[src/rtl/instr_fetch_rv_if.sv]
// Instruction-memory request bus between the fetch stage (master) and instruction memory (slave).
interface instr_fetch_rv_if;
    logic [31:0] orIMemAddr;
    logic        orIMemReq;
    logic        iwIMemAck;
    logic [31:0] iwIMemData;
    logic        iwIMemErr;

    modport master (output orIMemAddr, orIMemReq, input iwIMemAck, iwIMemData, iwIMemErr);
    modport slave  (input orIMemAddr, orIMemReq, output iwIMemAck, iwIMemData, iwIMemErr);
endinterface

[src/rtl/instr_fetch_rv.sv]
// RV32I fetch stage: owns the PC, fetches one word at a time over a req/ack bus and
// holds it for the execute side until retired, then steers to the decoded next PC.
module instr_fetch_rv #(
    parameter logic [31:0] RESET_VECTOR = 32'h0000_0000,
    parameter logic [31:0] NOP_INSTR    = 32'h0000_0013
) (
    input  logic                   iwClk,
    input  logic                   iwnRst,
    instr_fetch_rv_if.master       imem,
    output logic [31:0]            orInstr,
    output logic [31:0]            orPc,
    output logic [31:0]            orOldPc,
    output logic                   orInstrValid,
    input  logic                   iwRetire,
    input  logic [1:0]             iwNextPcSrc,
    input  logic [19:0]            iwNextPcImmediate20,
    input  logic [11:0]            iwNextPcImmediate12,
    input  logic                   iwBranchInverted,
    input  logic                   iwAluResult0,
    input  logic [31:0]            iwReg1Data,
    output logic                   orFetchFault
);
    localparam logic [1:0] NEXT_PC_SRC_SEQ  = 2'd0;
    localparam logic [1:0] NEXT_PC_SRC_JAL  = 2'd1;
    localparam logic [1:0] NEXT_PC_SRC_JALR = 2'd2;
    localparam logic [1:0] NEXT_PC_SRC_B    = 2'd3;

    typedef enum logic [1:0] {S_IDLE, S_REQ, S_VALID, S_FAULT} state_t;

    state_t      state;
    logic [31:0] pc;
    logic [31:0] seqPc;
    logic [31:0] target;
    logic        taken;

    always_comb begin
        seqPc  = pc + 32'd4;
        taken  = iwAluResult0 ^ iwBranchInverted;
        target = seqPc;
        case (iwNextPcSrc)
            NEXT_PC_SRC_SEQ:  target = seqPc;
            NEXT_PC_SRC_JAL:  target = pc + {{11{iwNextPcImmediate20[19]}}, iwNextPcImmediate20, 1'b0};
            NEXT_PC_SRC_JALR: target = (iwReg1Data + {{20{iwNextPcImmediate12[11]}}, iwNextPcImmediate12})
                                       & ~32'h1;
            NEXT_PC_SRC_B:    target = taken ? pc + {{19{iwNextPcImmediate12[11]}}, iwNextPcImmediate12, 1'b0}
                                             : seqPc;
            default:          target = seqPc;
        endcase
    end

    // The presented instruction always sits at the current PC, so both PC views share the register.
    assign orPc    = pc;
    assign orOldPc = pc;

    always_ff @(posedge iwClk or negedge iwnRst) begin
        if (!iwnRst) begin
            state           <= S_IDLE;
            pc              <= RESET_VECTOR;
            imem.orIMemReq  <= 1'b0;
            imem.orIMemAddr <= RESET_VECTOR;
            orInstrValid    <= 1'b0;
            orInstr         <= NOP_INSTR;
            orFetchFault    <= 1'b0;
        end else begin
            case (state)
                S_IDLE: begin
                    state           <= S_REQ;
                    imem.orIMemReq  <= 1'b1;
                    imem.orIMemAddr <= pc;
                end
                S_REQ: begin
                    if (imem.iwIMemAck) begin
                        imem.orIMemReq <= 1'b0;
                        if (imem.iwIMemErr) begin
                            state        <= S_FAULT;
                            orFetchFault <= 1'b1;
                        end else begin
                            state        <= S_VALID;
                            orInstr      <= imem.iwIMemData;
                            orInstrValid <= 1'b1;
                        end
                    end
                end
                S_VALID: begin
                    if (iwRetire) begin
                        pc           <= target;
                        orInstrValid <= 1'b0;
                        orInstr      <= NOP_INSTR;
                        // A misaligned target is reported through orPc rather than fetched.
                        if (target[1:0] != 2'b00) begin
                            state        <= S_FAULT;
                            orFetchFault <= 1'b1;
                        end else begin
                            state           <= S_REQ;
                            imem.orIMemReq  <= 1'b1;
                            imem.orIMemAddr <= target;
                        end
                    end
                end
                S_FAULT: begin
                    imem.orIMemReq <= 1'b0;
                    orInstrValid   <= 1'b0;
                    orInstr        <= NOP_INSTR;
                    orFetchFault   <= 1'b1;
                end
                default: state <= S_FAULT;
            endcase
        end
    end
endmodule

[src/flat_wrapper.sv]
// flat-port wrapper written by rule: the top's interface ports become plain ports
module instr_fetch_rv_flat 
#(
    parameter logic [31:0] RESET_VECTOR = 32'h0000_0000,
    parameter logic [31:0] NOP_INSTR    = 32'h0000_0013
)
  (iwClk, iwnRst, orInstr, orPc, orOldPc, orInstrValid, iwRetire, iwNextPcSrc, iwNextPcImmediate20, iwNextPcImmediate12, iwBranchInverted, iwAluResult0, iwReg1Data, orFetchFault, imem_orIMemAddr, imem_orIMemReq, imem_iwIMemAck, imem_iwIMemData, imem_iwIMemErr);
  instr_fetch_rv_if imem_i ();
  input  logic iwClk;
  input  logic iwnRst;
  output logic [31:0] orInstr;
  output logic [31:0] orPc;
  output logic [31:0] orOldPc;
  output logic orInstrValid;
  input  logic iwRetire;
  input  logic [1:0] iwNextPcSrc;
  input  logic [19:0] iwNextPcImmediate20;
  input  logic [11:0] iwNextPcImmediate12;
  input  logic iwBranchInverted;
  input  logic iwAluResult0;
  input  logic [31:0] iwReg1Data;
  output logic orFetchFault;
  output wire logic [$bits(imem_i.orIMemAddr)-1:0] imem_orIMemAddr;
  output wire logic [$bits(imem_i.orIMemReq)-1:0] imem_orIMemReq;
  input wire logic [$bits(imem_i.iwIMemAck)-1:0] imem_iwIMemAck;
  input wire logic [$bits(imem_i.iwIMemData)-1:0] imem_iwIMemData;
  input wire logic [$bits(imem_i.iwIMemErr)-1:0] imem_iwIMemErr;
  assign imem_orIMemAddr = imem_i.orIMemAddr;
  assign imem_orIMemReq = imem_i.orIMemReq;
  assign imem_i.iwIMemAck = imem_iwIMemAck;
  assign imem_i.iwIMemData = imem_iwIMemData;
  assign imem_i.iwIMemErr = imem_iwIMemErr;
  instr_fetch_rv #(.RESET_VECTOR(RESET_VECTOR), .NOP_INSTR(NOP_INSTR)) u_core (.iwClk(iwClk), .iwnRst(iwnRst), .imem(imem_i), .orInstr(orInstr), .orPc(orPc), .orOldPc(orOldPc), .orInstrValid(orInstrValid), .iwRetire(iwRetire), .iwNextPcSrc(iwNextPcSrc), .iwNextPcImmediate20(iwNextPcImmediate20), .iwNextPcImmediate12(iwNextPcImmediate12), .iwBranchInverted(iwBranchInverted), .iwAluResult0(iwAluResult0), .iwReg1Data(iwReg1Data), .orFetchFault(orFetchFault));
endmodule
[config.mk]
export PLATFORM = sky130hd
export DESIGN_NAME = instr_fetch_rv_flat
export DESIGN_NICKNAME = d
export VERILOG_FILES = /design/src/rtl/instr_fetch_rv_if.sv /design/src/rtl/instr_fetch_rv.sv /design/src/flat_wrapper.sv
export SDC_FILE = /design/constraint.sdc
export NUM_CORES = 1
export LEC_CHECK = 0
export BUFFER_PORTS_ARGS = -buffer_cell sky130_fd_sc_hd__buf_2
export CORE_MARGIN = 4
export CORE_UTILIZATION = 35
export CTS_CLUSTER_SIZE = 14
export DETAILED_ROUTE_END_ITERATION = 10
export GPL_TIMING_DRIVEN = 0
export HOLD_SLACK_MARGIN = 0.08
export SYNTH_ARGS = -nofsm -noshare
export SYNTH_HDL_FRONTEND = slang
export SYNTH_SLANG_ARGS = --single-unit
[constraint.sdc]
create_clock -name iwClk -period 5.9 [get_ports iwClk]
set_input_delay 0 -clock iwClk [delete_from_list [all_inputs] [get_ports iwClk]]
set_output_delay 0 -clock iwClk [all_outputs]
set_load 0.02 [all_outputs]
==> impl_metrics.yaml <==
run_status:
  status: "complete, no violations"
routing:
  via_per_inst: 5.59
  route.final.wire_length_um: 40400
  route.antenna.remaining_nets: 0
  drc_errors: 0
  first_pass_iters: 5
  routedWlPerCell_um: 20.5
  drt_iter0_markers: 782
  dr_total_vias: 11021
cells_and_area:
  fin_nets: 1782
  filler_cell_count: 3078
  area_delta_synth_final_pct: 21.9
  multiInputGateArea_um2: 7400
  layoutNonFillerInstCount: 1973
  n_antenna_cell: 0
  final_layout_size_suffix_gt1_share_pct: 19.8
  layout.area.seq_um2: 2530
worst_setup_path:
  crit_chain: "ha_1 -> o21ai_0 -> o21ai_0 -> nor4b_1 -> o31ai_2 -> o21ai_0 -> a31oi_1 -> mux2i_1 -> a211oi_1 -> a211oi_1 -> a21o_1"
  path_common_cell: "sky130_fd_sc_hd__o21ai_0"
  critical_path_arrival_ns: 4.07
  critical_path.startpoint_type: "flop"
  worst_ep_required_time_ns: 6.13
  worstPathBufferInverterCount: 0
  timing.critical_path.fanout_max: 10
  element_type_at_the_critical_path_end: "flop"
  critPathSlowestCell: "sky130_fd_sc_hd__nor4b_1"
  cpPeakStageDelay_ns: 0.64
  criticalPathCategory: "flop to flop"
  family_of_cells_with_the_greatest_summed_delay_on_the_critical_path: "compound AO/OA/AOI/OAI gates"
cts:
  post_cts.repair.setup_buffers: 0
  clk_pin_slew_worst_paths_ns: 0.08
  cts_tree: "built"
  clk_path_buf_depth: 2
  numCtsBuffers: 9
  clock_tree.root_cell: "sky130_fd_sc_hd__clkbuf_16"
  cts_sinks: 101
  h-tree-depth: 3
  worstSkewPairLatency_ns: 0.35
timing:
  tightest_slew_ns: 0.962
  hold_viol_final: 0
  sum_neg_setup_slack_ns: 0
  final.setup_skew_ns: 0.0111
  rsz_0062_raised_after_global_routing: "no"
  max_freq_mhz: 261
  period_share_pct: 65.0
  setup_viol: 0
  timing_max_transition_violations_final: 0
  relSlewSlack_pct: 35.9
  timing.final.crit_period_ns: 3.83
  fin_ws_ns: 2.07
die:
  fp.coreArea_um2: 29600
  row_count: 63
  chipWidth_um: 182
  die_area_um2: 33000
  floorplan.initialDensity_pct: 35.6
  chipHeight_um: 182
  ios: 236
synthesis:
  ys_async_sr_fraction_pct: 100
  yosysUniqueCellTypes: 78
  ys.flop_type: "sky130_fd_sc_hd__dfrtp_1"
  synth-seq-cells: 101
  synthesis_warning_total: 0
  synthesis.instances: 1300
  postSynthNetCount: 1504
  seq_area_frac_synth_pct: 24.0
  synth-edff-count: 0
  post_synth.cell_area_avg_um2: 8.11
  synth.cell_area_um2: 10500
pwr:
  comb_power_share_pct: 68.7
  irDropWorstVdd_uv: 183
  clock_power_share_pct: 8.8
  seq_power_share_pct: 22.4
  internal_power_uw: 3090
  power.share.switching_pct: 53.0
  total_switching_power_uw: 3480
  power-per-cell-area_nw_per_um2: 512
  cell_leakage_power_uw: 0.00615
job:
  drv_cap: 0
placed_design:
  buffer_ports.inserted: 232
  routabilityCongestion: 0.950
  dp_hpwl_um: 33000
  post-place-ws_ns: 2.09
  numPlacedInstances: 1923
global_route:
  grt_overflow_total: 0
  grt_antenna_before_repair: 0
  via_count_of_the_first_global_routing_pass: 10509
  grtUsageTotal_pct: 23.5
  pin_count_of_the_biggest_net_entering_global_routing: 53
  grt_pass1_wl_um: 61300
hold_path:
  worst_hold_path_type: "input pin to flop"
-- worst reg2reg max path, cell delays in order, from the launching register on --
cell                       delay, ns
sky130_fd_sc_hd__dfrtp_1        0.55
sky130_fd_sc_hd__ha_1           0.42
sky130_fd_sc_hd__o21ai_0        0.12
sky130_fd_sc_hd__o21ai_0        0.30
sky130_fd_sc_hd__nor4b_1        0.64
sky130_fd_sc_hd__o31ai_2        0.22
sky130_fd_sc_hd__o21ai_0        0.35
sky130_fd_sc_hd__a31oi_1        0.17
sky130_fd_sc_hd__mux2i_1        0.15
sky130_fd_sc_hd__a211oi_1       0.43
sky130_fd_sc_hd__a211oi_1       0.18
sky130_fd_sc_hd__a21o_1         0.19
-- registers in the layout, summed over array words and instances, names as in the netlist --
register,cells
u_core.imem.orIMemAddr,32
u_core.orFetchFault,1
u_core.orOldPc,32
u_core.imem.orIMemReq,1
u_core.state,2
u_core.orInstrValid,1
u_core.orInstr,32
-- power by group through the flow --
stage	sequential, µW	combinational [µW]	clock [µW]
after floorplan	1660	2840	0
after global placement	1480	4430	0
after detailed placement	1490	4460	0
after CTS	1470	4500	598
after global routing	1520	4940	623
final	1480	4520	581
-- per-layer routing --
layer / wire [µm] / vias up / share of wire [%] / GRT usage (%)
met5: 0 / - / 0 / 0
met4: 854 / 0 / 2.1 / 5.43
met3: 2680 / 44 / 6.6 / 2.78
met2: 18600 / 441 / 46 / 39.2
met1: 18200 / 5147 / 45 / 32.5
li1: - / 5389 / - / -
-- worst paths after layout --
check,startpoint,endpoint,slack (ns),cells past startpoint
setup / recovery,u_core.orOldPc[4],u_core.imem.orIMemAddr[18],2.07,11
max in group asynchronous,iwnRst,u_core.orOldPc[10],4.99,3
setup reg to reg,u_core.orOldPc[4],u_core.imem.orIMemAddr[18],2.07,11
hold / removal,imem_iwIMemAck,u_core.imem.orIMemReq,0.09,4
hold reg to reg,u_core.orFetchFault,u_core.orFetchFault,0.46,1
min in group asynchronous,iwnRst,u_core.orInstr[7],0.23,2
-- final cells by class --
type                    instances  area share, %
clock inverters                 7          0.506
inverters                      35           1.02
well taps                     390           3.80
multi-input cells            1068           57.6
repair buffers                267           11.9
plain buffers                  96           3.74
clock buffers                   9           1.75
flip-flops and latches        101           19.7
-- logic make-up (layout without fill, tap and decap cells) --
family	Yosys count	in the layout	share of synthesized area, %
AND/OR/NAND/NOR	383	383	17.5
multiplexers	25	25	2.94
adder cells (fa/ha/maj)	99	99	12.0
buffers and inverters	131	414	5.80
flip-flops	101	101	24.0
XOR/XNOR	98	98	8.14
AO/OA/AOI/OAI	463	463	29.6
-- metrics by stage --
| stage | hold WS [ns] | power (µW) | util (%) | instance area [µm²] |
|---|---|---|---|---|
| 2_1_floorplan | -0.296 | 4510 | - | 10500 |
| 3_3_place_gp | 0.218 | 5910 | 41.1 | 12200 |
| 3_5_place_dp | 0.0614 | 5950 | 41.2 | 12200 |
| 4_1_cts | 0.0891 | 6570 | 43.4 | 12900 |
| 5_1_grt | 0.152 | 7090 | 43.4 | 12900 |
| 6_report | 0.0887 | 6570 | 43.4 | 12900 |
-- timing repair --
item,in CTS,in global routing
endpoints found under the hold margin,79,0
hold buffers,34,0
gates resized for setup,0,0
-- cells in the mapped netlist, types with 4 or more instances --
master	count	area share [%]
sky130_fd_sc_hd__nand3_1	34	1.6
sky130_fd_sc_hd__a22oi_1	4	0.28
sky130_fd_sc_hd__ha_1	96	11
sky130_fd_sc_hd__o221ai_1	6	0.50
sky130_fd_sc_hd__dfrtp_1	98	23
sky130_fd_sc_hd__o211ai_1	18	1.3
sky130_fd_sc_hd__a21oi_1	97	4.6
sky130_fd_sc_hd__inv_1	35	1.2
sky130_fd_sc_hd__or3_1	8	0.47
sky130_fd_sc_hd__nor2_1	90	3.2
sky130_fd_sc_hd__a22o_1	33	2.7
sky130_fd_sc_hd__nand4_1	22	1.3
sky130_fd_sc_hd__o21bai_1	9	0.64
sky130_fd_sc_hd__mux2_2	8	0.85
sky130_fd_sc_hd__o31ai_1	7	0.50
sky130_fd_sc_hd__o21a_1	8	0.57
sky130_fd_sc_hd__o22ai_1	18	1.1
sky130_fd_sc_hd__xor2_1	44	3.7
sky130_fd_sc_hd__nand2_1	114	4.1
sky130_fd_sc_hd__nor3_1	22	1.0
sky130_fd_sc_hd__nand2b_1	21	1.2
sky130_fd_sc_hd__a31oi_1	16	0.95
sky130_fd_sc_hd__and3_1	18	1.1
sky130_fd_sc_hd__buf_4	32	2.3
sky130_fd_sc_hd__a221oi_1	10	0.83
sky130_fd_sc_hd__or2_2	5	0.30
sky130_fd_sc_hd__a211o_1	6	0.50
sky130_fd_sc_hd__a21o_1	56	4.0
sky130_fd_sc_hd__xnor2_1	54	4.5
sky130_fd_sc_hd__mux2i_1	13	1.2
sky130_fd_sc_hd__and2_1	12	0.71
sky130_fd_sc_hd__nor4_1	10	0.59
sky130_fd_sc_hd__a211oi_1	27	1.9
sky130_fd_sc_hd__o21ai_0	101	4.8
sky130_fd_sc_hd__mux4_2	4	0.85
sky130_fd_sc_hd__nor2b_1	11	0.65
sky130_fd_sc_hd__clkbuf_1	64	2.3
-- cells in the final DEF, fill, tap and decap left out, types with 9 or more instances in the layout --
cell type / n
sky130_fd_sc_hd__a211oi_1: 27
sky130_fd_sc_hd__a21o_1: 56
sky130_fd_sc_hd__a21oi_1: 97
sky130_fd_sc_hd__a221oi_1: 10
sky130_fd_sc_hd__a22o_1: 33
sky130_fd_sc_hd__a31oi_1: 16
sky130_fd_sc_hd__and2_1: 12
sky130_fd_sc_hd__and3_1: 18
sky130_fd_sc_hd__buf_2: 231
sky130_fd_sc_hd__buf_4: 33
sky130_fd_sc_hd__clkbuf_1: 64
sky130_fd_sc_hd__clkbuf_16: 9
sky130_fd_sc_hd__dfrtp_1: 98
sky130_fd_sc_hd__dlygate4sd3_1: 34
sky130_fd_sc_hd__ha_1: 96
sky130_fd_sc_hd__inv_1: 35
sky130_fd_sc_hd__mux2i_1: 13
sky130_fd_sc_hd__nand2_1: 114
sky130_fd_sc_hd__nand2b_1: 21
sky130_fd_sc_hd__nand3_1: 34
sky130_fd_sc_hd__nand4_1: 22
sky130_fd_sc_hd__nor2_1: 90
sky130_fd_sc_hd__nor2b_1: 11
sky130_fd_sc_hd__nor3_1: 22
sky130_fd_sc_hd__nor4_1: 10
sky130_fd_sc_hd__o211ai_1: 18
sky130_fd_sc_hd__o21ai_0: 101
sky130_fd_sc_hd__o21bai_1: 9
sky130_fd_sc_hd__o22ai_1: 18
sky130_fd_sc_hd__xnor2_1: 54
sky130_fd_sc_hd__xor2_1: 44
Power figures use the tool's default switching activity.
